===== config.mk =====
export PLATFORM = sky130hd
export DESIGN_NAME = mbist_march
export DESIGN_NICKNAME = d
export VERILOG_FILES = /design/src/rtl/mbist_pkg.sv /design/src/rtl/mbist_march_sram_sp.sv /design/src/rtl/mbist_march.sv
export SDC_FILE = /design/constraint.sdc
export NUM_CORES = 1
export LEC_CHECK = 0
export ABC_AREA = 1
export CAP_MARGIN = 20
export CORE_MARGIN = 1.5
export CORE_UTILIZATION = 35
export DETAILED_ROUTE_END_ITERATION = 6
export MAX_ROUTING_LAYER = met4
export PLACE_DENSITY = 0.62
export SYNTH_ARGS = -nofsm -noshare
export SYNTH_HDL_FRONTEND = slang
export SYNTH_SLANG_ARGS = --single-unit

===== constraint.sdc =====
create_clock -name clk -period 3.6 [get_ports clk]
set_clock_uncertainty 0.1 [all_clocks]
set_input_delay 0.72 -clock clk [delete_from_list [all_inputs] [get_ports clk]]
set_output_delay 0.72 -clock clk [all_outputs]
set_load 0.05 [all_outputs]

===== src/rtl/mbist_pkg.sv =====
// Shared types and March algorithm tables for the memory BIST controller.
// Each element lists up to two operations; ops[0] is issued first at every address.
package mbist_pkg;

  typedef enum logic [1:0] {StIdle, StRun, StDone} state_e;

  typedef enum logic {AlgoMarchC = 1'b0, AlgoMatsPlus = 1'b1} algo_e;

  typedef struct packed {
    logic rd;   // 1 = read-and-compare, 0 = write
    logic inv;  // operate on the complemented background
  } op_t;

  typedef struct packed {
    logic       down;
    logic [1:0] nops;
    op_t  [1:0] ops;
  } elem_t;

  localparam int unsigned MaxDw    = 64;
  localparam int unsigned MaxElems = 8;

  localparam op_t OpWD  = '{rd: 1'b0, inv: 1'b0};
  localparam op_t OpWDn = '{rd: 1'b0, inv: 1'b1};
  localparam op_t OpRD  = '{rd: 1'b1, inv: 1'b0};
  localparam op_t OpRDn = '{rd: 1'b1, inv: 1'b1};

  localparam elem_t ElemNone = '{down: 1'b0, nops: 2'd1, ops: {OpWD, OpWD}};

  localparam elem_t MarchCElems [MaxElems] = '{
    '{down: 1'b0, nops: 2'd1, ops: {OpWD,  OpWD}},
    '{down: 1'b0, nops: 2'd2, ops: {OpWDn, OpRD}},
    '{down: 1'b0, nops: 2'd2, ops: {OpWD,  OpRDn}},
    '{down: 1'b1, nops: 2'd2, ops: {OpWDn, OpRD}},
    '{down: 1'b1, nops: 2'd2, ops: {OpWD,  OpRDn}},
    '{down: 1'b0, nops: 2'd1, ops: {OpRD,  OpRD}},
    ElemNone,
    ElemNone
  };

  localparam elem_t MatsPlusElems [MaxElems] = '{
    '{down: 1'b0, nops: 2'd1, ops: {OpWD,  OpWD}},
    '{down: 1'b0, nops: 2'd2, ops: {OpWDn, OpRD}},
    '{down: 1'b1, nops: 2'd2, ops: {OpWD,  OpRDn}},
    ElemNone,
    ElemNone,
    ElemNone,
    ElemNone,
    ElemNone
  };

  function automatic elem_t get_elem(algo_e algo, logic [2:0] idx);
    return (algo == AlgoMatsPlus) ? MatsPlusElems[idx] : MarchCElems[idx];
  endfunction

  function automatic logic [2:0] elem_count(algo_e algo);
    return (algo == AlgoMatsPlus) ? 3'd3 : 3'd6;
  endfunction

  // Solid background is all-zeros; checkerboard starts with bit 0 set (0x55..).
  function automatic logic [MaxDw-1:0] background(logic chk);
    return chk ? {(MaxDw / 2){2'b01}} : '0;
  endfunction

endpackage


===== src/rtl/mbist_march_sram_sp.sv =====
// Single-port SRAM with synchronous write and combinational read.
// The injection hook forces one read bit high at one word to emulate a stuck-at-1 cell.
module sram_sp #(
  parameter int unsigned AW = 6,
  parameter int unsigned DW = 8
) (
  input  logic                  clk_i,
  input  logic                  we_i,
  input  logic [AW-1:0]         addr_i,
  input  logic [DW-1:0]         wdata_i,
  input  logic                  inj_en_i,
  input  logic [AW-1:0]         inj_addr_i,
  input  logic [$clog2(DW)-1:0] inj_bit_i,
  output logic [DW-1:0]         rdata_o
);

  logic [DW-1:0] mem_q [2**AW];

  always_ff @(posedge clk_i) begin
    if (we_i) begin
      mem_q[addr_i] <= wdata_i;
    end
  end

  always_comb begin
    rdata_o = mem_q[addr_i];
    if (inj_en_i && (addr_i == inj_addr_i)) begin
      rdata_o[inj_bit_i] = 1'b1;
    end
  end

endmodule


===== src/rtl/mbist_march.sv =====
// Memory BIST wrapper: normal bus access to a single-port SRAM, or a March C- / MATS+ run
// with first-fail capture and a saturating mismatch counter.
module mbist_march
  import mbist_pkg::*;
#(
  parameter int unsigned AW  = 6,
  parameter int unsigned DW  = 8,
  parameter int unsigned FCW = 8
) (
  input  logic                  clk,
  input  logic                  rst,
  input  logic                  opr,
  input  logic                  start,
  input  logic                  algo,
  input  logic                  bg_chk,
  input  logic                  csin,
  input  logic                  rwbarin,
  input  logic [AW-1:0]         address,
  input  logic [DW-1:0]         datain,
  input  logic                  inj_en,
  input  logic [AW-1:0]         inj_addr,
  input  logic [$clog2(DW)-1:0] inj_bit,
  output logic [DW-1:0]         dataout,
  output logic                  busy,
  output logic                  done,
  output logic                  fail,
  output logic [AW-1:0]         fail_addr,
  output logic [2:0]            fail_elem,
  output logic [FCW-1:0]        fail_cnt
);

  state_e         state_q, state_d;
  algo_e          algo_q, algo_d;
  logic           bg_q, bg_d;
  logic [2:0]     elem_q, elem_d;
  logic           op_q, op_d;
  logic [AW-1:0]  addr_q, addr_d;
  logic [DW-1:0]  dataout_q, dataout_d;
  logic           fail_q, fail_d;
  logic [AW-1:0]  fail_addr_q, fail_addr_d;
  logic [2:0]     fail_elem_q, fail_elem_d;
  logic [FCW-1:0] fail_cnt_q, fail_cnt_d;

  elem_t         cur_elem;
  op_t           cur_op;
  logic [DW-1:0] bg, exp_data, rdata, mem_wdata;
  logic [AW-1:0] mem_addr;
  logic          run_act, mem_we, mismatch, launch, last_op, last_addr;

  assign cur_elem  = get_elem(algo_q, elem_q);
  assign cur_op    = cur_elem.ops[op_q];
  assign bg        = DW'(background(bg_q));
  assign exp_data  = cur_op.inv ? ~bg : bg;
  assign run_act   = (state_q == StRun) && opr;
  assign last_op   = ({1'b0, op_q} == (cur_elem.nops - 2'd1));
  assign last_addr = cur_elem.down ? (addr_q == '0) : (addr_q == '1);
  assign mismatch  = run_act && cur_op.rd && (rdata != exp_data);

  // The bus only reaches the array in IDLE with opr low; reset suppresses any write.
  assign mem_addr  = (state_q == StRun) ? addr_q : address;
  assign mem_wdata = (state_q == StRun) ? exp_data : datain;
  assign mem_we    = rst && (run_act ? !cur_op.rd
                                     : ((state_q == StIdle) && !opr && csin && !rwbarin));

  sram_sp #(
    .AW(AW),
    .DW(DW)
  ) u_sram (
    .clk_i      (clk),
    .we_i       (mem_we),
    .addr_i     (mem_addr),
    .wdata_i    (mem_wdata),
    .inj_en_i   (inj_en),
    .inj_addr_i (inj_addr),
    .inj_bit_i  (inj_bit),
    .rdata_o    (rdata)
  );

  always_comb begin
    state_d     = state_q;
    algo_d      = algo_q;
    bg_d        = bg_q;
    elem_d      = elem_q;
    op_d        = op_q;
    addr_d      = addr_q;
    dataout_d   = dataout_q;
    fail_d      = fail_q;
    fail_addr_d = fail_addr_q;
    fail_elem_d = fail_elem_q;
    fail_cnt_d  = fail_cnt_q;
    launch      = 1'b0;

    unique case (state_q)
      StIdle: begin
        if (!opr && csin && rwbarin) begin
          dataout_d = rdata;
        end
        launch = opr && start;
      end
      StRun: begin
        if (!opr) begin
          state_d = StIdle;
        end else if (last_op) begin
          op_d = 1'b0;
          if (!last_addr) begin
            addr_d = cur_elem.down ? addr_q - AW'(1) : addr_q + AW'(1);
          end else if (elem_q == elem_count(algo_q) - 3'd1) begin
            state_d = StDone;
          end else begin
            elem_d = elem_q + 3'd1;
            addr_d = get_elem(algo_q, elem_q + 3'd1).down ? '1 : '0;
          end
        end else begin
          op_d = 1'b1;
        end
      end
      StDone: begin
        if (!opr) begin
          state_d = StIdle;
        end else begin
          launch = start;
        end
      end
      default: state_d = StIdle;
    endcase

    if (mismatch) begin
      fail_d = 1'b1;
      if (fail_cnt_q != '1) begin
        fail_cnt_d = fail_cnt_q + FCW'(1);
      end
      if (!fail_q) begin
        fail_addr_d = addr_q;
        fail_elem_d = elem_q;
      end
    end

    if (launch) begin
      state_d     = StRun;
      algo_d      = algo_e'(algo);
      bg_d        = bg_chk;
      elem_d      = '0;
      op_d        = 1'b0;
      addr_d      = get_elem(algo_e'(algo), 3'd0).down ? '1 : '0;
      fail_d      = 1'b0;
      fail_addr_d = '0;
      fail_elem_d = '0;
      fail_cnt_d  = '0;
    end
  end

  always_ff @(posedge clk) begin
    if (!rst) begin
      state_q     <= StIdle;
      algo_q      <= AlgoMarchC;
      bg_q        <= 1'b0;
      elem_q      <= '0;
      op_q        <= 1'b0;
      addr_q      <= '0;
      dataout_q   <= '0;
      fail_q      <= 1'b0;
      fail_addr_q <= '0;
      fail_elem_q <= '0;
      fail_cnt_q  <= '0;
    end else begin
      state_q     <= state_d;
      algo_q      <= algo_d;
      bg_q        <= bg_d;
      elem_q      <= elem_d;
      op_q        <= op_d;
      addr_q      <= addr_d;
      dataout_q   <= dataout_d;
      fail_q      <= fail_d;
      fail_addr_q <= fail_addr_d;
      fail_elem_q <= fail_elem_d;
      fail_cnt_q  <= fail_cnt_d;
    end
  end

  assign dataout   = dataout_q;
  assign busy      = (state_q == StRun);
  assign done      = (state_q == StDone);
  assign fail      = fail_q;
  assign fail_addr = fail_addr_q;
  assign fail_elem = fail_elem_q;
  assign fail_cnt  = fail_cnt_q;

endmodule


# Word-level counts from Yosys, hierarchy flattened
# Memory sizes are Yosys's and may differ from the RTL's.
# Index checks and enable logic that the tools add are counted.
[word_totals] mem_bits_ro=224 mem_count=5 elab_cells=118 ramBits=512 latchBits=0 output_inout_bits=28 inputBits=32 reg_bits=40
[memory_table] memory="u_sram.mem_q" depth=64 word_bits=8 rd=1 rd_clocked_by_memory_dff=0 write_ports=1 line_no="mbist_march_sram_sp.sv:17" rtl="logic [DW-1:0] mem_q [2**AW];"
[memory_table] memory="(name not given)" depth=8 word_bits=7 rd=1 rd_clocked_by_memory_dff=0 write_ports=0 line_no="mbist_pkg.sv:53" rtl="return (algo == AlgoMatsPlus) ? MatsPlusElems[idx] : MarchCElems[idx];"
[memory_table] memory="(name not given)" depth=8 word_bits=7 rd=1 rd_clocked_by_memory_dff=0 write_ports=0 line_no="mbist_pkg.sv:53"
[memory_table] memory="(name not given)" depth=8 word_bits=7 rd=1 rd_clocked_by_memory_dff=0 write_ports=0 line_no="mbist_pkg.sv:53"
[memory_table] memory="(name not given)" depth=8 word_bits=7 rd=1 rd_clocked_by_memory_dff=0 write_ports=0 line_no="mbist_pkg.sv:53"
[op_classes] add_sub_neg=6 magnitude_cmp=5 n_bitwise=8 eq_ne=18 mux=38 mul=0 n_div=0 n_reduce_logical=26 n_shift=0
[ops] operator="$mux 7" n=11
[ops] operator="$mux 6" n=5
[ops] operator="$mux 8" n=3
[ops] operator="$reduce_and 5->1" n=3
[ops] operator="$mux 2" n=7
[ops] operator="$logic_and 1x1->1" n=12
[ops] operator="$ne 3x2->1 const B" n=4
[ops] operator="$ne 4x2->1 const B" n=3
[ops] operator="$add 8x1->8 const B" n=1
[ops] operator="$ge 4x4->1 const B" n=2
[ops] operator="$mux 1" n=8
[ops] operator="$ne 8x8->1" n=1
[ops] operator="$ne 8x8->1 const B" n=1
[ops] operator="$not 3->4" n=2
[ops] operator="$not 7->8" n=1
[ops] operator="$or 8x8->8" n=1
[ops] operator="$reduce_and 2->1" n=4
[ops] operator="$add 6x1->6 const B" n=1
[ops] operator="$eq 6x6->1" n=1
[ops] operator="$eq 6x6->1 const B" n=1
[ops] operator="$logic_not 6->1" n=1
[ops] operator="$ne 2x2->1 const B" n=3
[ops] operator="$pmux 2 s3" n=1
[ops] operator="$sub 6x1->6 const B" n=1
[ops] operator="other kinds (18)" n=23

# Longest topological paths before layout
# Gate-level depths: netlist of run 1.
[depth] depth_word=12 depth_mapped=26 depth_no_buf=24

# By module
# From an unflattened synthesis of run 1, not the netlist that was laid out.
[unflattened] hier_cells=2496 area_unflattened_um2=24508.5
[modules_own_cells] mod="sram_sp" area_per_inst_um2=22059.9 instances=1 cells_per_inst=2136 seq_area_each_um2=15374.7
[modules_own_cells] mod="mbist_march" area_per_inst_um2=2448.6 instances=1 cells_per_inst=360 seq_area_each_um2=800.8

# Worst setup path after synthesis of run 1
# Ideal clock, no wire load.
[synth_timing] kind="register -> register" from="register elem_q[0]" to="register addr_q[5]" setup_slack_ns=0.702 setup_ns=0.142 t_arrival_ns=2.656 required_time_ns=3.358 period_less_slack_ns=2.898 n_path_buf=0 stages_incl_launch_ff=16 cell_sequence="dfxtp_1 > inv_1 > ha_1 > inv_1 > nand2_1 > nand2_1 > o21ai_0 > ha_1 > nand3_1 > and2_1 > or2_2 > nand2_1 > a21oi_1 > or2_2 > nand3_1 > a221oi_1"
[synth_via] elab_chain_cells=9 elab_cells_between_ends=27 classes_between="add/sub (2); eq/ne (3); mux (15); bitwise (2); reduce/logical (1); memory (4)"
[synth_rtl] element="from (decl)" line_no="mbist_march.sv:35" rtl="logic [2:0] elem_q, elem_d;"
[synth_rtl] element="from (signal assigned)" line_no="mbist_march.sv:169" rtl="elem_q <= elem_d;"
[synth_rtl] element="$add 3x1->3" line_no="mbist_march.sv:111" rtl="addr_d = get_elem(algo_q, elem_q + 3'd1).down ? '1 : '0;"
[synth_rtl] element="$not 3->4 (not written as such)" line_no="mbist_pkg.sv:53"
[synth_rtl] element="$mem_v2 8x7"
[synth_rtl] element="$mux 7 (not written as such) (2 in a row)" line_no="mbist_pkg.sv:53"
[synth_rtl] element="$mux 7" line_no="mbist_pkg.sv:53"
[synth_rtl] element="$mux 6" line_no="mbist_march.sv:111"
[synth_rtl] element="$mux 6" line_no="mbist_march.sv:107" rtl="end else if (elem_q == elem_count(algo_q) - 3'd1) begin"
[synth_rtl] element="$mux 6" line_no="mbist_march.sv:105" rtl="if (!last_addr) begin"
[synth_rtl] element="to (signal assigned)" line_no="mbist_march.sv:171" rtl="addr_q <= addr_d;"
[synth_rtl] element="to (decl)" line_no="mbist_march.sv:37" rtl="logic [AW-1:0] addr_q, addr_d;"
# Several ways; a longest one is shown, not always the timed one. The select of a mux whose other input is x is not followed.
# A chain may end at the register's enable or synchronous reset.

# Worst setup path in the final report of run 1
[layout_timing] from="register state_q[1]" to="register fail_cnt_q[0], in the netlist fail_cnt[0]"
[layout_via] elab_chain_cells=8 elab_cells_between_ends=16 classes_between="eq/ne (4); mux (3); bitwise (1); reduce/logical (7); memory (1)"
[layout_rtl] element="from (decl)" line_no="mbist_march.sv:32" rtl="state_e state_q, state_d;"
[layout_rtl] element="from (signal assigned)" line_no="mbist_march.sv:154" rtl="state_q <= StIdle;"
[layout_rtl] element="from (signal assigned)" line_no="mbist_march.sv:166" rtl="state_q <= state_d;"
[layout_rtl] element="$eq 2x1->1" line_no="mbist_march.sv:54, mbist_march.sv:60"
[layout_rtl] element="$mux 6" line_no="mbist_march.sv:60" rtl="assign mem_addr = (state_q == StRun) ? addr_q : address;"
[layout_rtl] element="$mem_v2 64x8 or $eq 6x6->1 (tied branches)"
[layout_rtl] element="$or 8x8->8 (no source line) or $logic_and 1x1->1 (tied branches)"
[layout_rtl] element="$mux 8" line_no="mbist_march_sram_sp.sv:27" rtl="if (inj_en_i && (addr_i == inj_addr_i)) begin"
[layout_rtl] element="$ne 8x8->1" line_no="mbist_march.sv:57" rtl="assign mismatch = run_act && cur_op.rd && (rdata != exp_data);"
[layout_rtl] element="$logic_and 1x1->1" line_no="mbist_march.sv:57"
[layout_rtl] element="$reduce_and 2->1 (no source line)"
[layout_rtl] element="to (signal assigned)" line_no="mbist_march.sv:176" rtl="fail_cnt_q <= fail_cnt_d;"
[layout_rtl] element="to (decl)" line_no="mbist_march.sv:42" rtl="logic [FCW-1:0] fail_cnt_q, fail_cnt_d;"
# Several ways; a longest one is shown, not always the timed one.

==> flow_summary.toml, run 1 <==
[detailed_routing]
ant_nets = 0
dr.first_iter.drc_count = 1559
drc_errors = 0
via_count = 17470
first_pass_iters = 6
routed_wl_mm = 64.77
via_per_inst = 4.961
detail_route.wl_per_cell_um = 18.39

[hold_path]
hold_path_depth = 2
min_path_type = "flop to flop"

[die]
ios = 60
coreArea_um2 = 68470
die_x_um = 265.9
chipHeight_um = 265.9
start_util_pct = 35.33
row_count = 96
dieArea_um2 = 70690

[cts]
tritoncts = "yes"
clk_latency_ns = 0.62
cts_made_buffers = 57
clockBufferDepth = 3
cts.sinks = 552
htreeDepth = 2
path_clk_slew_ns = 0.06
ctsHoldBuffers = 0
clockRootBuffer = "clkbuf_16"

[timing]
hold_viol_final = 0
layout_setup_ws_ns = 0.3365
fin_crit_sh_pct = 90.65
grt_setup_unrepaired = "no"
fmax_mhz = 306.4
finalSetupViolations = 0
slew_headroom_pct = 47.31
worst_pin_slew_ns = 0.7904
hold_slack_ns = 0.3607
layout_min_cycle_time_ns = 3.263
setup_tns_ns = 0
final_max_slew_viol_count = 0

[setup_path]
crit_path_start_kind = "flop"
cp_max_fo = 40
cp-end-kind = "flop"
cp.arrival_ns = 3.68
criticalPathCategory = "flop to flop"
cp.required_ns = 4.01
max_stage_delay_ns = 0.38
cp_cell_sequence = "inv_4 > nand2_8 > nand2_4 > nand2_8 > buf_12 > buf_12 > nand2_1 > nand3_1 > nand2_1 > o21ai_1 > nand2_1 > nor2_1 > nand2_1 > nand2_1 > nand2_1 > nor2_1 > nand2_1 > nand2_2 > nand2_8 > nand3_4 > nand2_1 > nand2_1 > nor2_1"
r2r_cells = 23
path_depth = 23
crit_family = "simple AND/OR/NAND/NOR gates"
crit_top_cell = "nand2_1"
cp_slowest_cell = "dfxtp_1"
cp_num_buf_inv = 3

[yosys]
synthCells = 2375
synth_top_area_share_pct = 63.56
syn_area_per_cell_um2 = 10.18
netlist_area_um2 = 24190
ys_warn_count = 0
synth_area_leaders = "edfxtp_1, nand2_1, nand3_1, dfxtp_1, inv_1"
ys_types = 42
async_flop_share_pct = 0
yosys.area.top_type = "edfxtp_1"
ys_seq_area_share_pct = 66.87
yosys_register_bits = 552
synth_edf_count = 512
ys.flop_type = "edfxtp_1"
syn-num-nets = 2417

[power]
power.leakage_nw = 11.62
power_mw = 14.89
p_per_area_nw_per_um2 = 509.4
ir_drop_uv = 357.9

[global_routing]
grt_antenna_before_repair = 0
grt_pass1_wl_mm = 99.19
first_global_vias = 17060
grt.total_usage_pct = 18.87
grt_overflow = 0
grt_max_degree = 65

[finish]
syn_to_final_growth_pct = 20.89
layout.nets = 2636
layout-drive-gt1-share_pct = 12.69
finish.instance_area_um2 = 29240
diodes = 0
fill_cells = 6397

[flow_run]
cap_violations = 0

[placed_design]
place.port_buffers = 59
place_area_um2 = 27280
place.gp.congestion = 0.9630
preCtsSetupSlack_ns = -0.2915
post-dp-hpwl_mm = 42.27

[status]
status = "finished clean"
==> metal layers <==
layer  GRT usage, %  routed length (µm)  vias up  part of all wire [%]
met3          2.542                3999      108                   6.2
met4          6.357                1870        0                   2.9
met2          30.45               31020      574                    48
met1          24.58               27880     8437                    43
li1               -                   -     8353                     -
met5              -                   0        -                     0
==> cell type report <==
cell class	instances	area, µm²	share of cell area [%]
Clock inverter	36	425.4	1.455
Clock buffer	69	1493	5.105
Multi-Input combinational cell	1540	6819	23.32
Inverter	182	685.7	2.345
Tap cell	882	1104	3.774
Sequential cell	552	16180	55.33
Timing Repair Buffer	261	2536	8.674
==> worst paths after layout <==
kind | slack [ns] | from | to
worst min register to register | 0.36 | fail_addr[2]$_SDFFE_PP0P_ | fail_addr[2]$_SDFFE_PP0P_
worst min-delay path | 0.36 | fail_addr[2]$_SDFFE_PP0P_ | fail_addr[2]$_SDFFE_PP0P_
worst max register to register | 0.34 | state_q[1]$_SDFFE_PP0P_ | fail_cnt[0]$_SDFFE_PP0P_
worst max-delay path | 0.34 | state_q[1]$_SDFFE_PP0P_ | fail_cnt[0]$_SDFFE_PP0P_
==> where the power goes <==
| part | internal (mW) | total [mW] | switching [mW] |
|---|---|---|---|
| registers | 7.09 | 7.10 | 0.0175 |
| clock network | 3.64 | 6.06 | 2.42 |
| logic | 0.564 | 1.73 | 1.16 |
| total | 11.3 | 14.9 | 3.60 |
==> stage by stage <==
stage,std cells,util (%)
after global placement,3416,39.84
after global routing,3522,42.71
after CTS,3521,42.64
after detailed placement,3416,39.84
after floorplan,2375,-
final,3522,42.71
==> worst reg2reg max path, delay by kind of cell, from the launching register on <==
kind | cells | cell delay (ns)
and+or+nand+nor | 19 | 1.87
buffers and inverters | 3 | 0.55
DFF | 1 | 0.38
AOI/OAI and AO/OA | 1 | 0.25
==> state kept, by name (all words and copies together), names as in the netlist, 2 cells and up <==
name          count
addr_q            6
dataout           8
elem_q            3
fail_addr         6
fail_cnt          8
fail_elem         3
state_q           2
u_sram.mem_q    512
==> cell usage in the layout, fill, tap and decap left out, drive strengths merged <==
cell,n
nor3,10
a21oi,42
nand3,187
bufinv,10
a31oi,1
clkdlybuf4s50,59
ha,9
clkbuf,69
o21ai,94
nor4,2
nand3b,5
clkinvlp,2
a221oi,5
and2,1
o211ai,3
buf,202
dfxtp,40
xor2,7
edfxtp,512
or2,2
o31ai,1
nor2,160
inv,181
nand2,964
nand4,42
xnor2,3
or3,1
clkinv,25
fa,1
==> Yosys cell counts, types with 3 or more instances <==
cell        n
ha_1        9
nand2_4     8
nand2_1   945
o21ai_0    49
a221oi_1    5
xnor2_1     3
nor2_1    155
buf_2      64
o21ai_1    45
edfxtp_1  512
nand3b_1    5
o211ai_1    3
nand2_2    10
xor2_1      7
a21oi_1    42
inv_2       6
nand4_1    42
nor3_2      6
nand3_1   183
buf_4      10
nor2_4      3
buf_6       8
inv_1     175
buf_1       7
nand3_4     3
dfxtp_1    40
clkbuf_1   11
==> logic make-up (layout without fill, tap and decap cells) <==
group           after synthesis  in the layout  synth area share, %
buf+inv                     283            548                5.173
xor+xnor                     10             10               0.3621
simple gates               1374           1374                23.90
fa+ha+maj                    10             10               0.5483
compound gates              146            146                3.145
flops                       552            552                66.87
==> repair_timing <==
action / in CTS / in global routing
gates resized for setup: 0 / 8
endpoints found under the setup margin: 0 / 18
buffers inserted: 0 / 1
(Power assumes the default switching activity.)
==> run 2, diff against run 1 <==
--- a/config.mk
+++ b/config.mk
@@ -12,6 +12,7 @@
 export DETAILED_ROUTE_END_ITERATION = 6
 export MAX_ROUTING_LAYER = met4
 export PLACE_DENSITY = 0.62
+export SLEW_MARGIN = 5
 export SYNTH_ARGS = -nofsm -noshare
 export SYNTH_HDL_FRONTEND = slang
 export SYNTH_SLANG_ARGS = --single-unit
==> results of run 2 <==
Final layout, timing and power as in run 1 (identical DEF).
